$ cat src/rtl/hamming_minmax_engine.sv
// Reads N_WORDS 16-bit operands from byte memory, finds the min and max pairwise
// Hamming distance over all pairs j<k, and writes both results back to memory.
module hamming_minmax_engine #(
  parameter int unsigned N_WORDS   = 32,
  parameter int unsigned BASE_ADDR = 0,
  parameter int unsigned RES_ADDR  = 64
) (
  input  logic       clk,
  input  logic       rst_n,
  input  logic       start,
  output logic       done,
  output logic [7:0] mem_addr,
  input  logic [7:0] mem_rdata,
  output logic       mem_wen,
  output logic [7:0] mem_wdata,
  output logic [4:0] min_j,
  output logic [4:0] min_k,
  output logic [4:0] max_j,
  output logic [4:0] max_k
);

  localparam int unsigned NB = 2 * N_WORDS;
  localparam int unsigned CW = (NB > 1) ? $clog2(NB) : 1;
  localparam int unsigned IW = (N_WORDS > 1) ? $clog2(N_WORDS) : 1;
  localparam int unsigned DW = 5;

  typedef enum logic [2:0] {
    S_IDLE, S_LOAD, S_PAIR, S_WR_MIN, S_WR_MAX, S_DONE
  } state_t;

  state_t          state;
  logic            armed;
  logic            skip_done;
  logic [CW-1:0]   cnt;
  logic [IW-1:0]   pj;
  logic [IW-1:0]   pk;
  logic [DW-1:0]   min_d;
  logic [DW-1:0]   max_d;
  logic [15:0]     cache [N_WORDS];
  logic [IW-1:0]   widx_c;
  logic [DW-1:0]   dist_c;

  function automatic logic [DW-1:0] popcount16(input logic [15:0] v);
    logic [DW-1:0] n;
    n = '0;
    for (int i = 0; i < 16; i++) n = n + DW'(v[i]);
    return n;
  endfunction

  always_comb begin
    widx_c = IW'(cnt >> 1);
    dist_c = popcount16(cache[pj] ^ cache[pk]);
  end

  // Operand cache: even byte fills the high half, odd byte the low half.
  always_ff @(posedge clk) begin
    if (state == S_LOAD) begin
      if (cnt[0]) cache[widx_c][7:0]  <= mem_rdata;
      else        cache[widx_c][15:8] <= mem_rdata;
    end
  end

  always_ff @(posedge clk or negedge rst_n) begin
    if (!rst_n) begin
      state     <= S_IDLE;
      armed     <= 1'b0;
      skip_done <= 1'b0;
      done      <= 1'b0;
      mem_addr  <= '0;
      mem_wen   <= 1'b0;
      mem_wdata <= '0;
      cnt       <= '0;
      pj        <= '0;
      pk        <= '0;
      min_d     <= DW'(16);
      max_d     <= '0;
      min_j     <= '0;
      min_k     <= '0;
      max_j     <= '0;
      max_k     <= '0;
    end else begin
      mem_wen <= 1'b0;
      case (state)
        S_IDLE: begin
          if (start) begin
            armed <= 1'b1;
          end else if (armed) begin
            armed     <= 1'b0;
            skip_done <= 1'b0;
            state     <= S_LOAD;
            cnt       <= '0;
            mem_addr  <= 8'(BASE_ADDR);
            pj        <= '0;
            pk        <= IW'(1);
            min_d     <= DW'(16);
            max_d     <= '0;
            min_j     <= '0;
            min_k     <= '0;
            max_j     <= '0;
            max_k     <= '0;
          end
        end
        S_LOAD: begin
          if (start) begin
            state <= S_IDLE;
            armed <= 1'b1;
          end else if (cnt == CW'(NB - 1)) begin
            state <= (N_WORDS > 1) ? S_PAIR : S_WR_MIN;
          end else begin
            cnt      <= cnt + CW'(1);
            mem_addr <= 8'(BASE_ADDR + 32'(cnt) + 1);
          end
        end
        S_PAIR: begin
          if (start) begin
            state <= S_IDLE;
            armed <= 1'b1;
          end else begin
            // Strict compares: the earliest pair in scan order keeps ties.
            if (dist_c < min_d) begin
              min_d <= dist_c;
              min_j <= 5'(pj);
              min_k <= 5'(pk);
            end
            if (dist_c > max_d) begin
              max_d <= dist_c;
              max_j <= 5'(pj);
              max_k <= 5'(pk);
            end
            if (pk == IW'(N_WORDS - 1)) begin
              if (pj == IW'(N_WORDS - 2)) begin
                state <= S_WR_MIN;
              end else begin
                pj <= pj + IW'(1);
                pk <= pj + IW'(2);
              end
            end else begin
              pk <= pk + IW'(1);
            end
          end
        end
        S_WR_MIN: begin
          mem_addr  <= 8'(RES_ADDR);
          mem_wdata <= {3'b000, min_d};
          mem_wen   <= 1'b1;
          skip_done <= start;
          state     <= S_WR_MAX;
        end
        S_WR_MAX: begin
          mem_addr  <= 8'(RES_ADDR + 1);
          mem_wdata <= {3'b000, max_d};
          mem_wen   <= 1'b1;
          if (skip_done) begin
            state <= S_IDLE;
            armed <= 1'b1;
          end else begin
            state <= S_DONE;
          end
        end
        S_DONE: begin
          if (start) begin
            state <= S_IDLE;
            armed <= 1'b1;
            done  <= 1'b0;
          end else begin
            done <= 1'b1;
          end
        end
        default: state <= S_IDLE;
      endcase
    end
  end

endmodule

$ cat config.mk
export PLATFORM = sky130hd
export DESIGN_NAME = hamming_minmax_engine
export DESIGN_NICKNAME = d
export VERILOG_FILES = /design/src/rtl/hamming_minmax_engine.sv
export SDC_FILE = /design/constraint.sdc
export NUM_CORES = 1
export LEC_CHECK = 0
export BUFFER_PORTS_ARGS = -buffer_cell sky130_fd_sc_hd__buf_2
export CORE_MARGIN = 3
export CORE_UTILIZATION = 39
export DETAILED_ROUTE_END_ITERATION = 7
export SYNTH_ARGS = -nofsm -noshare
export SYNTH_HDL_FRONTEND = slang
export SYNTH_SLANG_ARGS = --single-unit
export TNS_END_PERCENT = 10
$ cat constraint.sdc
create_clock -name clk -period 6.4 [get_ports clk]
set_input_delay 1.28 -clock clk [delete_from_list [all_inputs] [get_ports clk]]
set_output_delay 1.28 -clock clk [all_outputs]
set_load 0.005 [all_outputs]
==> key figures, run 1 <==
Critical path
  • Arr. time, crit path: 7.32 ns
  • Required @ worst endpoint: around 7 ns
  • Worst R2R Setup Slack: -0.42 ns
  • FF-to-FF Start: pk[0]
  • Crit path capture type: register
  • Crit path launch type: register
  • Worst flop-to-flop path endpoint: max_d[3]
  • Setup CP Type: reg2reg
  • CP Max Fanout: 14
  • R2R cell count: 24

Power
  • Internal power: roughly 11 mW
  • Clk pwr share: around a fifth
  • VDD IR max: roughly 1700 uV
  • Leakage: 10.80 nW
  • Part of the power in combinational logic: between 50% and 60%
  • Sw Ratio: 35.58%
  • P per Cell Area: around 530 nW/um^2
  • Sw Pwr: 6.060 mW
  • Flop pwr share: roughly a quarter

CTS
  • CTS root buf: clkbuf_16
  • TritonCTS buffer count: 59
  • Htree depth: 2
  • Clk_lat worst skew: 0.66 ns
  • TritonCTS clock tree: done
  • CTS max path bufs: 3
  • Clock sink total: around 580
  • Clock slew seen by the registers of the worst setup and hold paths: 0.06 ns

Placement
  • Half-perimeter wire length after placement: around 52000 um
  • Final estimated routing congestion in global placement: between 0.8 and 0.9
  • Placed Cells: roughly 2600
  • DP Worst Slack: -0.8492 ns
  • Placed cell area: roughly 30000 um^2
  • Port bufs: between 40 and 50

Die
  • I/O pin cnt: 49
  • Initial Util: between 30% and 40%
  • FP Rows: 97
  • Die extent in y: between 200 and 300 um
  • Die footprint: between 70000 and 80000 um^2
  • Core Region: approximately 70000 um^2
  • Die Wd: ~270 um

Route
  • Final wirelength: 76350 um
  • Via count: between 15000 and 20000
  • Vias/cell: approximately 5.9
  • Routed wire per std cell: 28.07 um
  • DR pass1 iterations: 5
  • DRC: 0
  • Drt initial violations: 1552
  • Post-DRT Antenna Nets: 0

Worst hold path
  • Hold/Removal Path Class: reg2reg
  • Min-delay src: done
  • Worst Hold End: done
  • Min-Delay Path Depth: 2

Yosys
  • Most frequent cells after synthesis: edfxtp_1 (512), mux4_2 (266), nor2_1 (113)
  • Seq cells post-synth: slightly below 600
  • Post-synth top area cell: edfxtp_1
  • Mapped Avg Cell Area: roughly 18 um^2
  • Most common cell in the netlist: edfxtp_1
  • Yosys cell types: between 50 and 60
  • Synth Cell Area: 27700 um^2
  • Synth top area cells: edfxtp_1 (56%), mux4_2 (22%), dfrtp_1 (5.8%)
  • Top cell type's share of synthesized area: 55.50%
  • Synth Instances: around 1600
  • Post-synth top flop: edfxtp_1
  • Ys async rst share: 11.27%
  • Number of flops mapped to enable cells by yosys: 512
  • Sequential element share of the synthesized area: around 61%
  • Synthesis warning total: 0

STA
  • Final hold violation count: 0
  • Worst Clk Skew: between 0.04 and 0.05 ns
  • Final period util: 106.5%
  • Minimum clock period: 6.817 ns
  • Fmax achieved: between 100 and 150 MHz
  • Worst rel slew slack: between 10% and 20%
  • RSZ-0062 raised after global routing: yes
  • Final TNS setup: -10.61 ns
  • Final setup vio count: 30
  • Worst slew pin tran: 1.311 ns
  • Max-slew violations: 0
  • PnR worst setup slack: -0.4174 ns

Final layout
  • Final core utilization: between 40% and 50%
  • Fillcell total: roughly 6000
  • Post-route insts no fill: between 2000 and 3000
  • Area delta synth->final: 17.01%
  • NumNets Final: 1770
  • Post-route cell area: about 32000 um^2
  • Fraction of layout cells with a size suffix above 1: between 30% and 40%

Outcome
  • Outcome: complete, but fails checks
  • Failing checks: negative setup slack

Global route
  • Gr ovfl total: 0
  • First-pass GRT wire length: approximately 110000 um
  • Vias in the first global route: 16426
  • Largest net degree at the start of global routing: 66
  • Initial antenna violation count: 3
  • GRT Resource Usage Total: between 20% and 30%

Flow run
  • Max_cap viols: 0
[layout by cell type (no fill, tap or decap), types with 5 or more instances in the layout]
cell	n
mux2_2	41
o31ai_1	6
mux2i_1	76
a211o_1	5
clkinv_2	18
nand3b_1	6
buf_12	32
xor2_1	11
o21ai_0	24
xnor2_1	12
nand2_1	65
nor3_1	6
o21a_1	5
and3_1	12
fa_1	8
clkbuf_1	8
buf_4	125
buf_6	6
a21oi_1	26
inv_1	24
o221ai_1	6
buf_2	44
nor2_1	112
nand3_1	19
mux4_2	266
ha_1	18
a21o_1	11
dfrtp_1	57
edfxtp_1	512
nand2b_1	7
clkinv_1	12
a221oi_1	9
clkbuf_16	64
o22ai_1	35
nor2b_1	8
[area by class of cell]
type                       count  area (um^2)  share of cell area [%]
sequential                   577        17020                   52.51
multi-input combinational    851        10190                   31.43
timing repair buffer         211         1949                   6.014
clock buffer                  75         1655                   5.107
tap                          940         1176                   3.628
clock inverter                36        314.1                  0.9689
inverter                      29        108.9                  0.3358
antenna                        1        2.502                0.007720
[routing by layer]
metal / share of wire (%) / global-route usage [%]
met2: 50 / 35.13
met4: 3.3 / 7.060
met3: 6.6 / 3.099
met5: 0.026 / 0
met1: 40 / 27.48
[power groups by stage]
stage          Sequential, mW  Clock, mW  Combinational [mW]
6_report                 4.34       3.50                9.20
4_1_cts                  4.33       3.55                8.76
3_5_place_dp             4.43          0                7.85
2_1_floorplan            4.34          0                5.53
3_3_place_gp             4.43          0                7.72
5_1_grt                  4.35       3.71                10.1
[repair_timing]
item                       CTS  global route
setup endpoints to repair   30            30
setup buffers                4             7
hold buffers                 0             0
resized for setup           21            13
pin swaps                    8             7
cloned                       1             1
[through the flow]
step	hold slack [ns]	total power [mW]
detailed placement	0.4659	12.28
global placement	0.4578	12.14
finish	0.4709	17.03
global route	0.4977	18.21
floorplan	0.4702	9.869
CTS	0.4796	16.64
[worst max path at each step]
stage	start	to	depth (start not counted)
6_report	pk[0]	max_d[3]	24
4_1_cts	pk[0]	max_d[3]	24
5_1_grt	pk[0]	max_d[0]	24
2_1_floorplan	pk[0]	max_d[0]	23
3_3_place_gp	pk[0]	min_k[4]	21
3_5_place_dp	pk[0]	min_k[0]	21
[sequential cells by signal, summed over array words and instances (netlist names)]
register and cells:
armed 1, cache 512, cnt 6, done 1, max_d 5, max_j 5, max_k 5, mem_addr 7
mem_wdata 5, mem_wen 1, min_d 5, min_j 5, min_k 5, pj 5, pk 5, skip_done 1
state 3
[worst max-delay path: stages (launching register included)]
cell     delay (ns)
dfrtp_4        0.52
buf_12         0.17
buf_12         0.13
buf_16         0.13
mux4_2         0.42
mux4_2         0.49
mux2i_2        0.22
xnor2_2        0.15
fa_1           0.46
fa_2           0.60
fa_2           0.49
fa_1           0.50
ha_2           0.18
inv_2          0.04
fa_1           0.57
inv_2          0.05
buf_6          0.11
ha_4           0.21
nor2b_4        0.12
o21a_1         0.16
o21a_1         0.19
o31ai_4        0.22
nand2_2        0.10
buf_12         0.17
mux2_2         0.27
[cells by family after synthesis]
kind of cell	count (synthesis)	share of synthesized area (%)
compound gates	150	3.586
xor+xnor	26	0.8220
fa+ha+maj	30	1.626
buf+inv	139	2.326
flops	577	61.38
mux	387	26.18
other cells	1	0.01354
simple gates	254	4.065
Power figures use the tool's default switching activity.
==> run 2, diff against run 1 <==
ABC_AREA = 1   (was default)
ABC_CLOCK_PERIOD_IN_PS = 6400   (was default)
==> run 2 against run 1 <==
  * Critical path depth increased by 8
  * Final cell count increased by 77%
  * Wire length increased by 43%
  * Critical path type unchanged
  * The flow now finishes without violations
==> key figures, run 2 <==
Outcome
  • Outcome: completed (was complete, but fails checks)

Final layout
  • NumNets Final: 3785 (was 1770)
  • Most common cell after layout, fill and taps aside: nand2_1 (was edfxtp_1)
  • Max reg flops: 512 (unchanged)
  • Largest registers: cache x512, mem_addr x7, cnt x6 (unchanged)
  • Area delta synth->final: 18.82% (was 17.01%)
  • N_diodes: 0 (was 1)
  • FF/Latch Area: 17020 um^2 (about the same)
  • Most frequent cells in the layout: nand2_1 (1187), nand3_1 (586), nor2_1 (515) (was edfxtp_1 (512), mux4_2 (266), buf_4 (125))
  • Largest Register: cache (unchanged)
  • Fillcell total: 7262 (was 6028)
  • Fraction of layout cells with a size suffix above 1: 11.43% (was 36.37%)
  • Post-route cell area: 36170 um^2 (was 32410 um^2)
  • Multi-input gate area: 12160 um^2 (was 10190 um^2)

STA
  • Worst rel slew slack: 23.81% (was 12.27%)
  • Minimum clock period: 6.274 ns (was 6.817 ns)
  • RSZ-0062 raised after global routing: yes (unchanged)
  • Max-slew violations: 0 (unchanged)
  • Final hold violation count: 0 (unchanged)
  • Final setup vio count: 0 (was 30)
  • PnR worst setup slack: 0.1264 ns (was -0.4174 ns)
  • Worst Clk Skew: 0.02409 ns (was 0.04283 ns)
  • Final period util: 98.03% (was 106.5%)
  • Fmax achieved: 159.4 MHz (was 146.7 MHz)
  • Worst slew pin tran: 1.134 ns (was 1.311 ns)

Critical path
  • Crit path launch type: register (unchanged)
  • Setup CP Type: reg2reg (unchanged)
  • CP Max Fanout: 6 (was 14)
  • Crit-path max cell delay: 0.62 ns (was 0.60 ns)
  • Slowest CP cell: fa_2 (unchanged)
  • Required @ worst endpoint: 6.89 ns (was 6.90 ns)
  • Arr. time, crit path: 6.76 ns (was 7.32 ns)
  • Most numerous cell on the critical path: nand2_1
  • Crit path capture type: register (unchanged)

CTS
  • CTS max path bufs: 3 (unchanged)
  • CTS root buf: clkbuf_16 (unchanged)
  • Clock sink total: 577 (unchanged)
  • CTS hold repair buffers: 0 (unchanged)
  • Htree depth: 3 (was 2)
  • Clock slew seen by the registers of the worst setup and hold paths: 0.06 ns (about the same)
  • TritonCTS buffer count: 67 (was 59)
  • Clk_lat worst skew: 0.61 ns (was 0.66 ns)
  • TritonCTS clock tree: done (unchanged)

Global route
  • GR met3 Demand/Resource: 3.877% (was 3.099%)
  • Vias in the first global route: 24802 (was 16426)
  • Largest net degree at the start of global routing: 66 (unchanged)
  • Gr ovfl total: 0 (unchanged)
  • GRT met1 Usage: 35.40% (was 27.48%)
  • Top Usage Layer GRT: met2 (unchanged)
  • Grt met2 use: 37.94% (was 35.13%)
  • GRT Resource Usage Total: 24.85% (was 20.73%)
  • First-pass GRT wire length: 155100 um (was 112200 um)
  • Initial antenna violation count: 1 (was 3)

Yosys
  • Ys async rst share: 11.27% (unchanged)
  • Top cell type's share of synthesized area: 50.50% (was 55.50%)
  • Synthesis warning total: 0 (unchanged)
  • Number of flops mapped to enable cells by yosys: 512 (unchanged)
  • Post-synth top area cell: edfxtp_1 (unchanged)
  • Yosys cell types: 39 (was 54)
  • Synth top area cells: edfxtp_1 (50%), nand2_1 (15%), nand3_1 (10%) (was edfxtp_1 (56%), mux4_2 (22%), dfrtp_1 (5.8%))
  • Synth Instances: 3674 (was 1564)
  • Synth Cell Area: 30450 um^2 (was 27700 um^2)
  • Seq cells post-synth: 577 (unchanged)
  • Most common cell in the netlist: nand2_1 (was edfxtp_1)
  • Mapped Avg Cell Area: 8.287 um^2 (was 17.71 um^2)
  • Most frequent cells after synthesis: nand2_1 (1201), nand3_1 (606), nor2_1 (536) (was edfxtp_1 (512), mux4_2 (266), nor2_1 (113))
  • Post-synth top flop: edfxtp_1 (unchanged)
  • Sequential element share of the synthesized area: 55.85% (was 61.38%)

Worst hold path
  • Hold/Removal Path Class: reg2reg (unchanged)

Flow run
  • Max_cap viols: 0 (unchanged)

Route
  • Post-DRT Antenna Nets: 0 (unchanged)
  • Routed wire per std cell: 22.64 um (was 28.07 um)
  • DRC: 0 (unchanged)
  • Vias/cell: 5.631 (was 5.860)
  • Final wirelength: 109300 um (was 76350 um)
  • Drt initial violations: 3585 (was 1552)
  • Via count: 27176 (was 15940)
  • DR pass1 iterations: 7 (was 5)

Die
  • FP Rows: 101 (was 97)
  • Die extent in y: 285.4 um (was 272.5 um)
  • Die footprint: 81450 um^2 (was 74260 um^2)
  • Initial Util: 39.76% (was 39.49%)
  • Die Wd: 285.4 um (was 272.5 um)
  • I/O pin cnt: 49 (unchanged)
  • Core Region: 76580 um^2 (was 70150 um^2)

Placement
  • Half-perimeter wire length after placement: 64630 um (was 52270 um)
  • Port bufs: 44 (unchanged)
  • Final estimated routing congestion in global placement: 0.9003 (was 0.8824)
  • Placed cell area: 32350 um^2 (was 30100 um^2)
  • DP Worst Slack: -0.1683 ns (was -0.8492 ns)
## run 2: per-layer routing
| layer | vias to the layer above | wire (um) |
|---|---|---|
| li1 | 12425 | - |
| met1 | 12811 | 44670 |
| met2 | 1683 | 48780 |
| met3 | 255 | 11420 |
| met4 | 2 | 4382 |
| met5 | - | 13 |
## run 2: cells by family after synthesis
logic type,Yosys count,share of synthesized area [%]
flops,577,55.85
compound gates,325,5.507
buf+inv,373,5.256
other cells,1,0.01232
xor+xnor,1,0.02877
simple gates,2367,31.87
fa+ha+maj,30,1.479
## run 2: through the flow
step,instances,hold slack [ns],utilization (%),TNS (ns)
6_report,4826,0.4764,47.24,0
5_1_grt,4826,0.5120,47.24,-1.977
4_1_cts,4756,0.4815,45.28,0
3_5_place_dp,4634,0.4613,42.24,-1.853
3_3_place_gp,4634,0.4634,42.24,-0.9589
2_1_floorplan,3677,0.4530,-,0
## run 2: area by class of cell
type,count,share of cell area (%)
well taps,1030,3.563
clock inverters,29,0.9823
multi-input cells,2727,33.61
inverters,131,1.442
repair inverters,3,0.07263
clock buffers,92,5.268
repair buffers,237,8.017
flip-flops and latches,577,47.05
## run 2: what timing repair did
item	4_1_cts	5_1_grt
pin swaps	0	41
gates resized for setup	8	143
cloned	1	30
endpoints found under the setup margin	30	30
setup buffers	0	40
## run 2: worst max-delay path: cells and delay by family, from the launching register on
kind / cells / cell delay, ns
adder cells (fa/ha/maj): 7 / 3.06
AND/OR/NAND/NOR: 14 / 1.27
buffers and inverters: 9 / 0.97
flip-flops: 1 / 0.51
AO/OA/AOI/OAI: 2 / 0.31
## run 2: final timing paths
kind / from / endpoint / slack (ns) / depth (start not counted)
max reg2reg: pj[0] / max_d[4] / 0.13 / 32
min in group asynchronous: rst_n / min_k[3] / 0.87 / 2
min: mem_addr[2] / mem_addr[2] / 0.48 / 2
min reg2reg: mem_addr[2] / mem_addr[2] / 0.48 / 2
max: pj[0] / max_d[4] / 0.13 / 32
max in group asynchronous: rst_n / pj[0] / 4.90 / 2
Power of run 2 is left out: the tool's default activity adds up to more than one toggle a clock period on the data nets, which glitch-free logic cannot reach.
